File: config.mk
export PLATFORM = sky130hd
export DESIGN_NAME = store_drain_flat
export DESIGN_NICKNAME = d
export VERILOG_FILES = /design/src/rtl/store_drain_if.sv /design/src/rtl/store_drain.sv /design/src/flat_wrapper.sv
export SDC_FILE = /design/constraint.sdc
export NUM_CORES = 1
export LEC_CHECK = 0
export CAP_MARGIN = 5
export CORE_ASPECT_RATIO = 0.75
export CORE_MARGIN = 10
export CORE_UTILIZATION = 37
export DETAILED_ROUTE_END_ITERATION = 12
export PLACE_DENSITY = 0.84
export SLEW_MARGIN = 20
export SYNTH_ARGS = -nofsm -noshare
export SYNTH_HDL_FRONTEND = slang
export SYNTH_SLANG_ARGS = --single-unit
File: constraint.sdc
create_clock -name clk_i -period 2.3 [get_ports clk_i]
set_input_delay 0.345 -clock clk_i [delete_from_list [all_inputs] [get_ports clk_i]]
set_output_delay 0.345 -clock clk_i [all_outputs]
set_load 0.03 [all_outputs]
File: src/rtl/store_drain_if.sv
// Handshake bundle between the store drain, the store queue head and the
// data-memory write port. The master side is the drain itself.
interface store_drain_if #(
  parameter int ROB_IDX_WIDTH = 6,
  parameter int ADDR_WIDTH    = 32,
  parameter int DATA_WIDTH    = 32
);
  logic                     sq_head_valid;
  logic [ROB_IDX_WIDTH-1:0] sq_head_rob_tag;
  logic [ADDR_WIDTH-1:0]    sq_head_addr;
  logic [DATA_WIDTH-1:0]    sq_head_data;
  logic [DATA_WIDTH/8-1:0]  sq_head_be;
  logic                     sq_pop_valid;
  logic                     sq_pop_ready;

  logic                     mem_req_valid;
  logic                     mem_req_ready;
  logic [ADDR_WIDTH-1:0]    mem_req_addr;
  logic [DATA_WIDTH-1:0]    mem_req_data;
  logic [DATA_WIDTH/8-1:0]  mem_req_be;
  logic [ROB_IDX_WIDTH-1:0] mem_req_rob_tag;
  logic                     mem_ack;

  modport master (
    input  sq_head_valid, sq_head_rob_tag, sq_head_addr, sq_head_data, sq_head_be,
    input  sq_pop_ready, mem_req_ready, mem_ack,
    output sq_pop_valid,
    output mem_req_valid, mem_req_addr, mem_req_data, mem_req_be, mem_req_rob_tag
  );

  modport slave (
    output sq_head_valid, sq_head_rob_tag, sq_head_addr, sq_head_data, sq_head_be,
    output sq_pop_ready, mem_req_ready, mem_ack,
    input  sq_pop_valid,
    input  mem_req_valid, mem_req_addr, mem_req_data, mem_req_be, mem_req_rob_tag
  );
endinterface

File: src/rtl/store_drain.sv
// Drains ROB-committed stores from the SQ head to the data-memory write port,
// one request in flight at a time, in program order.
module store_drain #(
  parameter int SQ_DEPTH      = 16,
  parameter int COMMIT_WIDTH  = 2,
  parameter int ROB_IDX_WIDTH = 6,
  parameter int ADDR_WIDTH    = 32,
  parameter int DATA_WIDTH    = 32,
  localparam int CW   = $clog2(COMMIT_WIDTH + 1),
  localparam int CNTW = $clog2(SQ_DEPTH + 1),
  localparam int CNTX = CNTW + 1,
  localparam int BEW  = DATA_WIDTH / 8
) (
  input  logic              clk_i,
  input  logic              rst_i,
  input  logic [CW-1:0]     commit_store_cnt_i,
  store_drain_if.master     bus,
  output logic [CNTW-1:0]   committed_cnt_o,
  output logic              drained_o
);

  typedef enum logic [1:0] {
    IDLE     = 2'd0,
    REQ      = 2'd1,
    WAIT_ACK = 2'd2
  } state_e;

  state_e                   state_q, state_d;
  logic [CNTW-1:0]          cnt_q, cnt_d;
  logic [ROB_IDX_WIDTH-1:0] tag_q, tag_d;
  logic [ADDR_WIDTH-1:0]    addr_q, addr_d;
  logic [DATA_WIDTH-1:0]    data_q, data_d;
  logic [BEW-1:0]           be_q, be_d;

  logic            popValid;
  logic            reqValid;
  logic            ackDec;
  logic [CNTX-1:0] cntSum;

  always_comb begin
    state_d  = state_q;
    tag_d    = tag_q;
    addr_d   = addr_q;
    data_d   = data_q;
    be_d     = be_q;
    popValid = 1'b0;
    reqValid = 1'b0;
    ackDec   = 1'b0;

    case (state_q)
      IDLE: begin
        if (cnt_q != '0 && bus.sq_head_valid) begin
          popValid = 1'b1;
          if (bus.sq_pop_ready) begin
            tag_d   = bus.sq_head_rob_tag;
            addr_d  = bus.sq_head_addr;
            data_d  = bus.sq_head_data;
            be_d    = bus.sq_head_be;
            state_d = REQ;
          end
        end
      end
      REQ: begin
        reqValid = 1'b1;
        if (bus.mem_req_ready) begin
          state_d = WAIT_ACK;
        end
      end
      WAIT_ACK: begin
        if (bus.mem_ack) begin
          ackDec  = 1'b1;
          state_d = IDLE;
        end
      end
      default: state_d = IDLE;
    endcase

    // Commit and acknowledge can land together; both take effect.
    cntSum = {1'b0, cnt_q} + CNTX'(commit_store_cnt_i) - CNTX'(ackDec);
    cnt_d  = cntSum[CNTW-1:0];
  end

  always_ff @(posedge clk_i or posedge rst_i) begin
    if (rst_i) begin
      state_q <= IDLE;
      cnt_q   <= '0;
      tag_q   <= '0;
      addr_q  <= '0;
      data_q  <= '0;
      be_q    <= '0;
    end else begin
      state_q <= state_d;
      cnt_q   <= cnt_d;
      tag_q   <= tag_d;
      addr_q  <= addr_d;
      data_q  <= data_d;
      be_q    <= be_d;
    end
  end

  assign bus.sq_pop_valid    = popValid;
  assign bus.mem_req_valid   = reqValid;
  assign bus.mem_req_addr    = addr_q;
  assign bus.mem_req_data    = data_q;
  assign bus.mem_req_be      = be_q;
  assign bus.mem_req_rob_tag = tag_q;
  assign committed_cnt_o     = cnt_q;
  assign drained_o           = (cnt_q == '0) && (state_q == IDLE);

`ifndef SYNTHESIS
  // Remembers a request the memory accepted but has not acknowledged, even
  // across a reset, so the ack of an abandoned request is tolerated.
  logic ackOwed;
  always_ff @(posedge clk_i) begin
    if (state_q == REQ && bus.mem_req_ready) begin
      ackOwed <= 1'b1;
    end else if (bus.mem_ack) begin
      ackOwed <= 1'b0;
    end
  end

  a_commit_width: assert property (@(posedge clk_i) disable iff (rst_i)
    commit_store_cnt_i <= CW'(COMMIT_WIDTH));
  a_cnt_range: assert property (@(posedge clk_i) disable iff (rst_i)
    cntSum <= CNTX'(SQ_DEPTH));
  a_head_valid: assert property (@(posedge clk_i) disable iff (rst_i)
    (state_q == IDLE && cnt_q != '0) |-> bus.sq_head_valid);
  a_ack_state: assert property (@(posedge clk_i) disable iff (rst_i)
    bus.mem_ack |-> (state_q == WAIT_ACK || ackOwed));
`endif

endmodule
File: src/flat_wrapper.sv
// flat-port wrapper written by rule: the top's interface ports become plain ports
module store_drain_flat 
#(
  parameter int SQ_DEPTH      = 16,
  parameter int COMMIT_WIDTH  = 2,
  parameter int ROB_IDX_WIDTH = 6,
  parameter int ADDR_WIDTH    = 32,
  parameter int DATA_WIDTH    = 32,
  localparam int CW   = $clog2(COMMIT_WIDTH + 1),
  localparam int CNTW = $clog2(SQ_DEPTH + 1),
  localparam int CNTX = CNTW + 1,
  localparam int BEW  = DATA_WIDTH / 8
)
  (clk_i, rst_i, commit_store_cnt_i, committed_cnt_o, drained_o, bus_sq_head_valid, bus_sq_head_rob_tag, bus_sq_head_addr, bus_sq_head_data, bus_sq_head_be, bus_sq_pop_ready, bus_mem_req_ready, bus_mem_ack, bus_sq_pop_valid, bus_mem_req_valid, bus_mem_req_addr, bus_mem_req_data, bus_mem_req_be, bus_mem_req_rob_tag);
  store_drain_if #(.ROB_IDX_WIDTH(ROB_IDX_WIDTH), .ADDR_WIDTH(ADDR_WIDTH), .DATA_WIDTH(DATA_WIDTH)) bus_i ();
  input  logic clk_i;
  input  logic rst_i;
  input  logic [CW-1:0] commit_store_cnt_i;
  output logic [CNTW-1:0] committed_cnt_o;
  output logic drained_o;
  input wire logic [$bits(bus_i.sq_head_valid)-1:0] bus_sq_head_valid;
  input wire logic [$bits(bus_i.sq_head_rob_tag)-1:0] bus_sq_head_rob_tag;
  input wire logic [$bits(bus_i.sq_head_addr)-1:0] bus_sq_head_addr;
  input wire logic [$bits(bus_i.sq_head_data)-1:0] bus_sq_head_data;
  input wire logic [$bits(bus_i.sq_head_be)-1:0] bus_sq_head_be;
  input wire logic [$bits(bus_i.sq_pop_ready)-1:0] bus_sq_pop_ready;
  input wire logic [$bits(bus_i.mem_req_ready)-1:0] bus_mem_req_ready;
  input wire logic [$bits(bus_i.mem_ack)-1:0] bus_mem_ack;
  output wire logic [$bits(bus_i.sq_pop_valid)-1:0] bus_sq_pop_valid;
  output wire logic [$bits(bus_i.mem_req_valid)-1:0] bus_mem_req_valid;
  output wire logic [$bits(bus_i.mem_req_addr)-1:0] bus_mem_req_addr;
  output wire logic [$bits(bus_i.mem_req_data)-1:0] bus_mem_req_data;
  output wire logic [$bits(bus_i.mem_req_be)-1:0] bus_mem_req_be;
  output wire logic [$bits(bus_i.mem_req_rob_tag)-1:0] bus_mem_req_rob_tag;
  assign bus_i.sq_head_valid = bus_sq_head_valid;
  assign bus_i.sq_head_rob_tag = bus_sq_head_rob_tag;
  assign bus_i.sq_head_addr = bus_sq_head_addr;
  assign bus_i.sq_head_data = bus_sq_head_data;
  assign bus_i.sq_head_be = bus_sq_head_be;
  assign bus_i.sq_pop_ready = bus_sq_pop_ready;
  assign bus_i.mem_req_ready = bus_mem_req_ready;
  assign bus_i.mem_ack = bus_mem_ack;
  assign bus_sq_pop_valid = bus_i.sq_pop_valid;
  assign bus_mem_req_valid = bus_i.mem_req_valid;
  assign bus_mem_req_addr = bus_i.mem_req_addr;
  assign bus_mem_req_data = bus_i.mem_req_data;
  assign bus_mem_req_be = bus_i.mem_req_be;
  assign bus_mem_req_rob_tag = bus_i.mem_req_rob_tag;
  store_drain #(.SQ_DEPTH(SQ_DEPTH), .COMMIT_WIDTH(COMMIT_WIDTH), .ROB_IDX_WIDTH(ROB_IDX_WIDTH), .ADDR_WIDTH(ADDR_WIDTH), .DATA_WIDTH(DATA_WIDTH)) u_core (.clk_i(clk_i), .rst_i(rst_i), .commit_store_cnt_i(commit_store_cnt_i), .bus(bus_i), .committed_cnt_o(committed_cnt_o), .drained_o(drained_o));
endmodule
# After elaboration in Yosys (flattened, before gate mapping)
# Index checks and enable logic that the tools add are counted.
# totals
ff_bits,81
output_inout_bits,82
word_cells,31
inputBits,82
# op_classes
reduce_logical,7
n_mux,10
n_addsub,2
eq_ne,6
# ops
cell,n
two-way mux 2 bit,4
inequality test 2 bit (second input constant),3
one-hot mux 2 bit (3 select lines),1
adder 5 x 2 -> 5 bit,1
logical NOT 5 bit,1
two-way mux 1 bit,5
nonzero test 5 bit,1
subtractor 5 x 1 -> 5 bit,1
AND reduction 4 bit,1
AND reduction 3 bit,1
equality test 2 x 1 -> 1 bit (second input constant),1
equality test 2 bit (second input constant),1
logical AND 1 bit,2
logical NOT 2 bit,1
inequality test 2 x 1 -> 1 bit (second input constant),1

# Depth between registers and ports, before layout
# depth
ltp_word,4
mapped_depth,10

# Least setup slack after synthesis
# Ideal clock, no wire load.
# synth_timing
path_kind,register to output
startpoint,"reg u_core.cnt_q[2], in the netlist u_core.committed_cnt_o[2]"
endpoint,out drained_o
stages_incl_launch_ff,5
t_arrival_ns,1.883
slack_ns,0.072
path_buffers,0
cell_sequence,dfrtp_1 > inv_1 > ha_1 > or4b_4 > nor3_1
# synth_via
elab_chain_cells,2
# synth_lines
item,line_no,source
from (decl),store_drain.sv:29,"logic [CNTW-1:0] cnt_q, cnt_d;"
from (signal assigned),store_drain.sv:93,cnt_q <= cnt_d;
logical NOT 5 bit,store_drain.sv:108,assign drained_o = (cnt_q == '0) && (state_q == IDLE);
logical AND 1 bit,store_drain.sv:108,
to (decl),flat_wrapper.sv:20,output logic drained_o;
# No other way between the ends.

# Worst setup path after layout
# layout_timing
startpoint,"reg u_core.cnt_q[2], in the netlist u_core.committed_cnt_o[2]"
endpoint,out bus_sq_pop_valid
# layout_via
elab_chain_cells,4
# layout_lines
item,line_no,source
nonzero test 5 bit,store_drain.sv:52,if (cnt_q != '0 && bus.sq_head_valid) begin
logical AND 1 bit,store_drain.sv:52,
two-way mux 1 bit,store_drain.sv:52,
two-way mux 1 bit,store_drain.sv:50,case (state_q)
to (decl),flat_wrapper.sv:29,output wire logic [$bits(bus_i.sq_pop_valid)-1:0] bus_sq_pop_valid;
# No other way between the ends.

==> results.yml <==
routing:
  via_per_inst: 4.52
  wl_per_cell_um: 18.5
  postRouteAntennaNets: 0
  drt-initial-drc-count: 69
  routed_wl_um: 9460
  drt_first_pass_iters: 3
  drc: 0
  vias: 2308
die:
  start_util_pct: 38.2
  dieArea_um2: 13800
  ios: 164
  die_x_um: 132
  rows: 30
  die_h_um: 104
  core_um2: 9120
setup_path:
  r2r_slack_ns: 0.23
  end_kind: "output pin"
  worstSetupStartpointType: "flip-flop"
  required_ns: 1.96
  cp.arrival_ns: 1.83
  critPathLaunch: "u_core.committed_cnt_o[2]$_DFF_PP0_"
  path_class: "reg2out"
  critPathSlowestCell: "or4b_4"
  path_max_fanout: 3
  slowest_delay_ns: 0.49
  worstReg2RegStart: "u_core.committed_cnt_o[2]$_DFF_PP0_"
  cp_cell_sequence: "inv_1, ha_1, or4b_4, and3_1, buf_2"
power_and_ir_drop:
  powerDensity_nw_per_um2: 1600
  ir_worst_vdd_v: 0.000925
  power_leakage_nw: 2.52
finish:
  fin_util_pct: 60.7
  fill_cells: 702
  layout_common_cells: "clkdlybuf4s50_1 (161), dfrtp_1 (81), mux2_4 (49)"
  drive_above_1_share_pct: 26.1
  diodes: 0
  multi_input_area_um2: 1270
  area_growth_pct: 58.6
  nets: 468
  final_common_cell: "clkdlybuf4s50_1"
  ff_latch_area_um2: 2030
  final_area_um2: 5530
timing:
  fin_worst_skew_ns: 0.00324
  setup_tns_ns: 0
  drv_slew: 0
  max_freq_mhz: 460
  rsz0062_at_grt: "false"
  min_period_ns: 2.17
  post-route-period-util_pct: 94.5
  worst_slew_pin_slew_ns: 0.584
  maxSlewHeadroom_pct: 61.1
  setup_viol: 0
  final_hold_viol_count: 0
synth:
  syn_inst: 206
  synth_seq_cells: 81
  synth_area_um2: 3490
  ys_seq_area_share_pct: 58.1
  synth_adder_area_share_pct: 3.08
  synth_xor_area_share_pct: 1.00
  ys_warn_count: 0
  synth_top_family_by_area: "multiplexers"
  yosysUniqueCellTypes: 21
  syn_nets: 296
  syn_area_per_cell_um2: 16.9
  synthSimpleGateAreaFrac_pct: 2.47
  synth_compound_area_share_pct: 0.789
  synth_mux_area_share_pct: 29.2
global_route:
  grt_pass1_wl_um: 15100
  antenna_found_initial: 0
  grt.total_usage_pct: 13.9
  grt_max_degree: 47
  grt_overflow: 0
  grt_pass1_vias: 2624
cts:
  clock_latency_ns: 0.33
  clockBufferDepth: 2
  clock_sink_count: 81
  cts.clk_slew.worst_paths_ns: 0.06
  cts-root-buf: "clkbuf_16"
  hold_buffers: 0
  cts_tree: "built"
  htree_levels: 3
  cts_made_buffers: 9
placed_design:
  gp_congestion: 0.754
  place_hpwl_um: 7320
  io_buffers: 163
  dpl_cell_area_um2: 5220
worst_hold_path:
  min_path_type: "in2async"
run_status:
  outcome: "completed"
job:
  max_cap_violations: 0
## worst paths after layout
path	end	cells after the start
min in group clk_i	u_core.bus.mem_req_data[2]$_DFFE_PP0P_	1
max reg2reg	u_core.bus.mem_req_addr[19]$_DFFE_PP0P_	6
max	bus_sq_pop_valid	5
min reg2reg	u_core.bus.mem_req_data[2]$_DFFE_PP0P_	1
max in group asynchronous	u_core.bus.mem_req_data[16]$_DFFE_PP0P_	3
min	u_core.bus.mem_req_data[22]$_DFFE_PP0P_	3
## critical path, delay by kind of cell, from the launching register on
family | cells | cell delay, ns
simple gates | 2 | 0.68
buf+inv | 2 | 0.27
flops | 1 | 0.40
fa+ha+maj | 1 | 0.14
## stage by stage
step                setup slack, ns  total power [W]  hold WS, ns  cells
floorplan                    0.0723          0.00539        0.453    206
global placement           -0.00694          0.00725        0.488    495
detailed placement          -0.0676          0.00738        0.491    495
CTS                          0.0119          0.00896        0.495    511
global route                 0.0472          0.00928        0.514    511
finish                        0.126          0.00883        0.489    511
## registers in the layout, summed over array words and instances (netlist names)
| register | count |
|---|---|
| u_core.bus.mem_req_addr | 32 |
| u_core.bus.mem_req_be | 4 |
| u_core.bus.mem_req_data | 32 |
| u_core.bus.mem_req_rob_tag | 6 |
| u_core.committed_cnt_o | 5 |
| u_core.state_q | 2 |
## cell usage after synthesis, drive strengths merged
library cell / number / share of area (%)
dfrtp: 81 / 58
mux2: 74 / 29
inv: 14 / 1.5
buf: 8 / 3.9
ha: 7 / 2.5
nand2b: 3 / 0.54
nor2: 3 / 0.32
a21oi: 2 / 0.29
o21ai: 2 / 0.29
xnor2: 2 / 0.50
xor2: 2 / 0.50
a21o: 1 / 0.22
and3: 1 / 0.18
fa: 1 / 0.57
nand2: 1 / 0.11
nand4: 1 / 0.61
nor2b: 1 / 0.18
nor3: 1 / 0.14
or4b: 1 / 0.39
## area by class of cell
| type | count | area share [%] |
|---|---|---|
| Sequential cell | 81 | 36.6 |
| Timing Repair Buffer | 169 | 30.6 |
| Multi-Input combinational cell | 103 | 23.0 |
| Clock buffer | 10 | 4.14 |
| Tap cell | 128 | 2.89 |
| Clock inverter | 6 | 1.67 |
| Inverter | 14 | 1.02 |
## where the power goes
part	internal [W]	switching, W	total (W)
logic	0.00232	0.00242	0.00474
clock network	0.000954	0.000566	0.00152
registers	0.00216	0.000410	0.00257
total	0.00543	0.00339	0.00883
## per-layer routing
metal  up-vias  GRT usage [%]  wire (µm)
met5         -              0          0
met1      1156           15.6       3800
met2        98           22.7       4750
met3        12           6.52        793
met4         0           4.60        115
li1       1042              -          -
## cell families after synthesis
| logic type | after synthesis |
|---|---|
| AND/OR/NAND/NOR | 12 |
| XOR/XNOR | 4 |
| multiplexers | 74 |
| AO/OA/AOI/OAI | 5 |
| adder cells (fa/ha/maj) | 8 |
| buffers and inverters | 22 |
| flip-flops | 81 |
## timing repair
item                                    CTS  global route
endpoints found under the setup margin    1             1
resized for setup                         3             2
setup buffers                             0             0
No activity file was read; power rests on OpenSTA's default activity.
==> edit 1, RTL diff (config.mk and constraints unchanged) <==
Register the output `committed_cnt_o` once more, cleared by the reset; this adds one clock of latency there. The other outputs are not delayed to match.
--- a/src/rtl/store_drain.sv
+++ b/src/rtl/store_drain.sv
@@ -104,7 +104,13 @@
   assign bus.mem_req_data    = data_q;
   assign bus.mem_req_be      = be_q;
   assign bus.mem_req_rob_tag = tag_q;
-  assign committed_cnt_o     = cnt_q;
+  always_ff @(posedge clk_i or posedge rst_i) begin
+    if (rst_i) begin
+      committed_cnt_o <= '0;
+    end else begin
+      committed_cnt_o <= cnt_q;
+    end
+  end
   assign drained_o           = (cnt_q == '0) && (state_q == IDLE);
 
 `ifndef SYNTHESIS
Formal check against the unedited RTL: not equivalent (a bounded check fails within 4 cycles, from zero or initial values and one cycle with rst_i high).
==> edit 1 against the original RTL <==
- sequential share of layout area up 1.6 points
- power is 0.20% higher
- area after synthesis grew 3.6%
- global-route usage down 0.56 points
- routed wire length down 2.2%
- critical endpoint is now drained_o
- final area up 1.8%
- sequential cell count is 5 higher
- worst setup slack improved by 0.0048 ns
==> edit 1: results (changes against the original RTL) <==
** Yosys
- The share of cell area taken by muxes after synthesis was 28.2% (-1.0 points).
- Synthesized area per cell :: 17.1 um^2 (+1.1%)
- Leading cell types by total area after synthesis :: sky130_fd_sc_hd__dfrtp_1 60%, sky130_fd_sc_hd__mux2_4 20%, sky130_fd_sc_hd__mux2_2 7.8%
- The total of flip-flops plus latches after synthesis came to 86 (+6.2%).
- The xor and xnor area share after synthesis came to 0.970% (-0.035 points).
- Ranked by instance count, the synthesized netlist is headed by 86 x sky130_fd_sc_hd__dfrtp_1, 49 x sky130_fd_sc_hd__mux2_4, 25 x sky130_fd_sc_hd__mux2_2.
- Syn_nets :: 301 (+1.7%)
- Post-synthesis adder-cell area fraction :: 2.98% (-0.11 points)
- The share of the synthesized area in compound gates (AO/OA/AOI/OAI) came to 0.762% (-0.027 points).

** Global routing
- GR Util All Layers :: 13.3% (-0.56 points)
- Wire length of the first global-routing pass :: 15000 um (-1.0%)
- The number of global-route vias before repair came to 2677 (+2.0%).

** Power and ir drop
- The maximum resistive drop on vdd was 0.772 mV (-17%).
- Standby leakage power :: 2.56 nW (+1.7%)

** Cells and area
- The register area was 2150 um^2 (+6.2%).
- The number of nets in the layout came to 472 (+0.85%).
- Multi-input gate share of total cell area :: 22.6% (-0.41 points)
- Ratio of cells with drive above 1 in the final layout :: 25.8% (-0.27 points)
- The clock buffer instance count of the final layout is 9 (-1).
- The non-clock buffer area fraction after layout is 29.9% (-0.68 points).
- Growth of design area from synthesis to finish :: 55.9%
- Fraction of area in clock buffers and inverters :: 5.33% (-0.48 points)
- Number of non-clock buffers :: 168 (-0.59%)
- The layout filler cell count is 793 (+13%).

** Worst setup path
- The critical path starts at u_core.cnt_q[3]$_DFF_PP0_.
- Critical R2R Launch :: u_core.state_q[0]$_DFFE_PP0P_
- Register-to-register setup slack :: 0.17 ns (-0.06 ns)
- The critical path ends at drained_o.
- The logic depth of the worst register-to-register path was 10 (+4).

** Drt
- Detailed Route WL :: 9260 um (-2.2%)
- Number of vias per cell :: 4.44 (-1.8%)
- Detailed-route via count :: 2302 (-0.26%)
- DRT iter0 DRCs :: 71 (+2.9%)

** STA
- Max_slew headroom :: 61.0% (-0.13 points)
- The share of the clock period used by the worst path was 94.3% (-0.21 points).
- The final clock skew was 0.00486 ns (+0.00162 ns).
- The smallest hold slack came to 0.411 ns (-0.0777 ns).

** Placement
- The HPWL after detailed placement came to 7310 um (about the same).
- Post-Place Worst Slack :: -0.185 ns (-0.117 ns)
- The last weighted congestion value of the routability-driven placer was 0.740 (-1.9%).

** Outcome
- The run finished with clean final reports.
[edit 1: cell types whose count changed in the layout (fill, tap and decap cells not counted)]
cell	change
sky130_fd_sc_hd__clkinvlp_4	+1
sky130_fd_sc_hd__dfrtp_1	+5
sky130_fd_sc_hd__clkinv_2	+1
sky130_fd_sc_hd__clkbuf_1	-1
sky130_fd_sc_hd__buf_4	-1
sky130_fd_sc_hd__bufinv_16	-1
[edit 1: layer usage]
metal  global-route usage (%)  part of all wire [%]  vias up
met2                     22.2                    49       90
met1                     15.0                    40     1140
li1                         -                     -     1062
met3                     6.59                   9.2       10
met4                     3.41                   1.2        0
met5                        0                     0        -
[edit 1: report_power, final]
part           switching [mW]  internal [mW]  leakage [nW]
combinational            2.40           2.31          1.41
sequential              0.411           2.29          1.01
clock                   0.589          0.842         0.138
[edit 1: repair_timing]
item,in CTS,in global routing
buffers inserted,0,0
setup endpoints to repair,1,1
pin swaps,0,0
gates resized for setup,3,2
==> edit 2, RTL diff (same settings) <==
Without the edit above. `SQ_DEPTH` is set to 16 in 2 places; all go to 64.
--- a/src/rtl/store_drain.sv
+++ b/src/rtl/store_drain.sv
@@ -1,7 +1,7 @@
 // Drains ROB-committed stores from the SQ head to the data-memory write port,
 // one request in flight at a time, in program order.
 module store_drain #(
-  parameter int SQ_DEPTH      = 16,
+  parameter int SQ_DEPTH      = 64,
   parameter int COMMIT_WIDTH  = 2,
   parameter int ROB_IDX_WIDTH = 6,
   parameter int ADDR_WIDTH    = 32,
--- a/src/flat_wrapper.sv
+++ b/src/flat_wrapper.sv
@@ -1,7 +1,7 @@
 // flat-port wrapper written by rule: the top's interface ports become plain ports
 module store_drain_flat 
 #(
-  parameter int SQ_DEPTH      = 16,
+  parameter int SQ_DEPTH      = 64,
   parameter int COMMIT_WIDTH  = 2,
   parameter int ROB_IDX_WIDTH = 6,
   parameter int ADDR_WIDTH    = 32,
Ports: changed (resized committed_cnt_o); port bits go from 164 to 166. No check against the original RTL was run, so the function may have changed too.
==> edit 2 against the original RTL <==
- sequential power fell by 4%
- final area is 4.0% higher
- first-iteration DRC count up 20%
- routed wire length rose by 0.99%
- via count is 6.1% higher
- worst setup slack worse by 0.0094 ns
- final cell count up 5.3%
- area after synthesis grew 5.5%
- sequential cell count rose by 2
- core utilization fell by 1.3 points
- power down 6.5%
- critical path type is now in -> reg
==> edit 2: results (changes against the original RTL) <==
** Clock network
- The number of gates given a new drive strength after cts came to 2 (-1).

** Global routing
- Met3 global-route usage :: 7.38% (+0.87 points)
- Met2 Resource Use GR :: 20.9% (-1.9 points)
- The wire length of the first global-routing pass is 15000 um (-0.54%).
- GR Util All Layers :: 13.1% (-0.76 points)
- The number of global-route vias before repair came to 2721 (+3.7%).

** Yosys
- Post-synthesis adder-cell area fraction :: 3.95% (+0.86 points)
- The total of flip-flops plus latches after synthesis was 83 (+2.5%).
- Yosys cell types :: 30 (+43%)
- Ranked by total cell area, the synthesized netlist is headed by sky130_fd_sc_hd__dfrtp_1 56%, sky130_fd_sc_hd__mux2_4 20%, sky130_fd_sc_hd__mux2_2 7.7%.
- The post-synthesis net count was 321 (+8.4%).
- The proportion of synthesized chip area in sequential cells is 56.5% (-1.6 points).

** Drt
- The DRC marker count from the first detailed-route iteration is 83 (+20%).
- Detailed-route via count :: 2449 (+6.1%)
- The detailed-route vias per instance was 4.55 (+0.78%).
- Metal2 WL :: 4640 um (-2.4%)
- Total met3 wirelength after detailed routing :: 1100 um (+39%)
- Detailed Route WL :: 9560 um (+0.99%)
- Routed metal-1 wirelength :: 3730 um (-1.8%)

** Worst setup path
- In this run the critical register-to-register path is launched from u_core.state_q[0]$_DFFE_PP0P_.
- On the critical path the largest part of the delay comes from adder cells.
- Slowest stage delay, CP :: 0.47 ns (-0.02 ns)
- The arrival time reported for the critical path endpoint came to 2.39 ns (+0.56 ns).

** Cells and area
- Clock buffer cells :: 9 (-1)
- The register area came to 2080 um^2 (+2.5%).
- Fraction of area in clock buffers and inverters :: 4.89% (-0.92 points)
- Number of non-clock buffers :: 172 (+1.8%)
- The non-clock buffer area fraction after layout came to 30.2% (-0.38 points).
- The layout inverter count without the clock tree was 18 (+4).
- The number of combinational gates with multiple inputs is 119 (+16%).

** Outcome
- The run finished with clean final reports.

** Power and ir drop
- The static leakage is 2.62 nW (+4.1%).
- The total power density per cell area was 1430 nW/um^2 (-10%).
- The proportion of total power due to net switching was 38.5% (+0.072 points).
- Proportion of power drawn by combinational gates :: 53.3% (-0.4 points)
- The combinational power came to 4.40 mW (-7.2%).
- Reported sequential group power :: 2.47 mW (-4%)

** Placement
- The worst slack after detailed placement came to -0.324 ns (-0.256 ns).
- The last weighted congestion value of the routability-driven placer was 0.790 (+4.8%).

** STA
- The headroom to the max-slew limit came to 70.0% (+8.9 points).
- The final clock skew was 0.00579 ns (+0.00255 ns).
-- edit 2: changes by cell type after synthesis, sizes merged, moves of 2 or more --
| cell | unedited run | this run |
|---|---|---|
| nand3 | 0 | 3 |
| ha | 7 | 10 |
| dfrtp | 81 | 83 |
| inv | 14 | 18 |
-- edit 2: final timing paths --
kind / depth (start not counted) / slack (ns) / endpoint
setup / recovery: 12 / 0.12 / u_core.committed_cnt_o[6]$_DFF_PP0_
hold / removal: 3 / 0.47 / u_core.bus.mem_req_data[10]$_DFFE_PP0P_
min in group clk_i: 1 / 0.50 / u_core.bus.mem_req_addr[26]$_DFFE_PP0P_
max in group asynchronous: 3 / 1.43 / u_core.state_q[1]$_DFFE_PP0P_
hold reg to reg: 1 / 0.50 / u_core.bus.mem_req_addr[26]$_DFFE_PP0P_
setup reg to reg: 11 / 0.13 / u_core.committed_cnt_o[6]$_DFF_PP0_
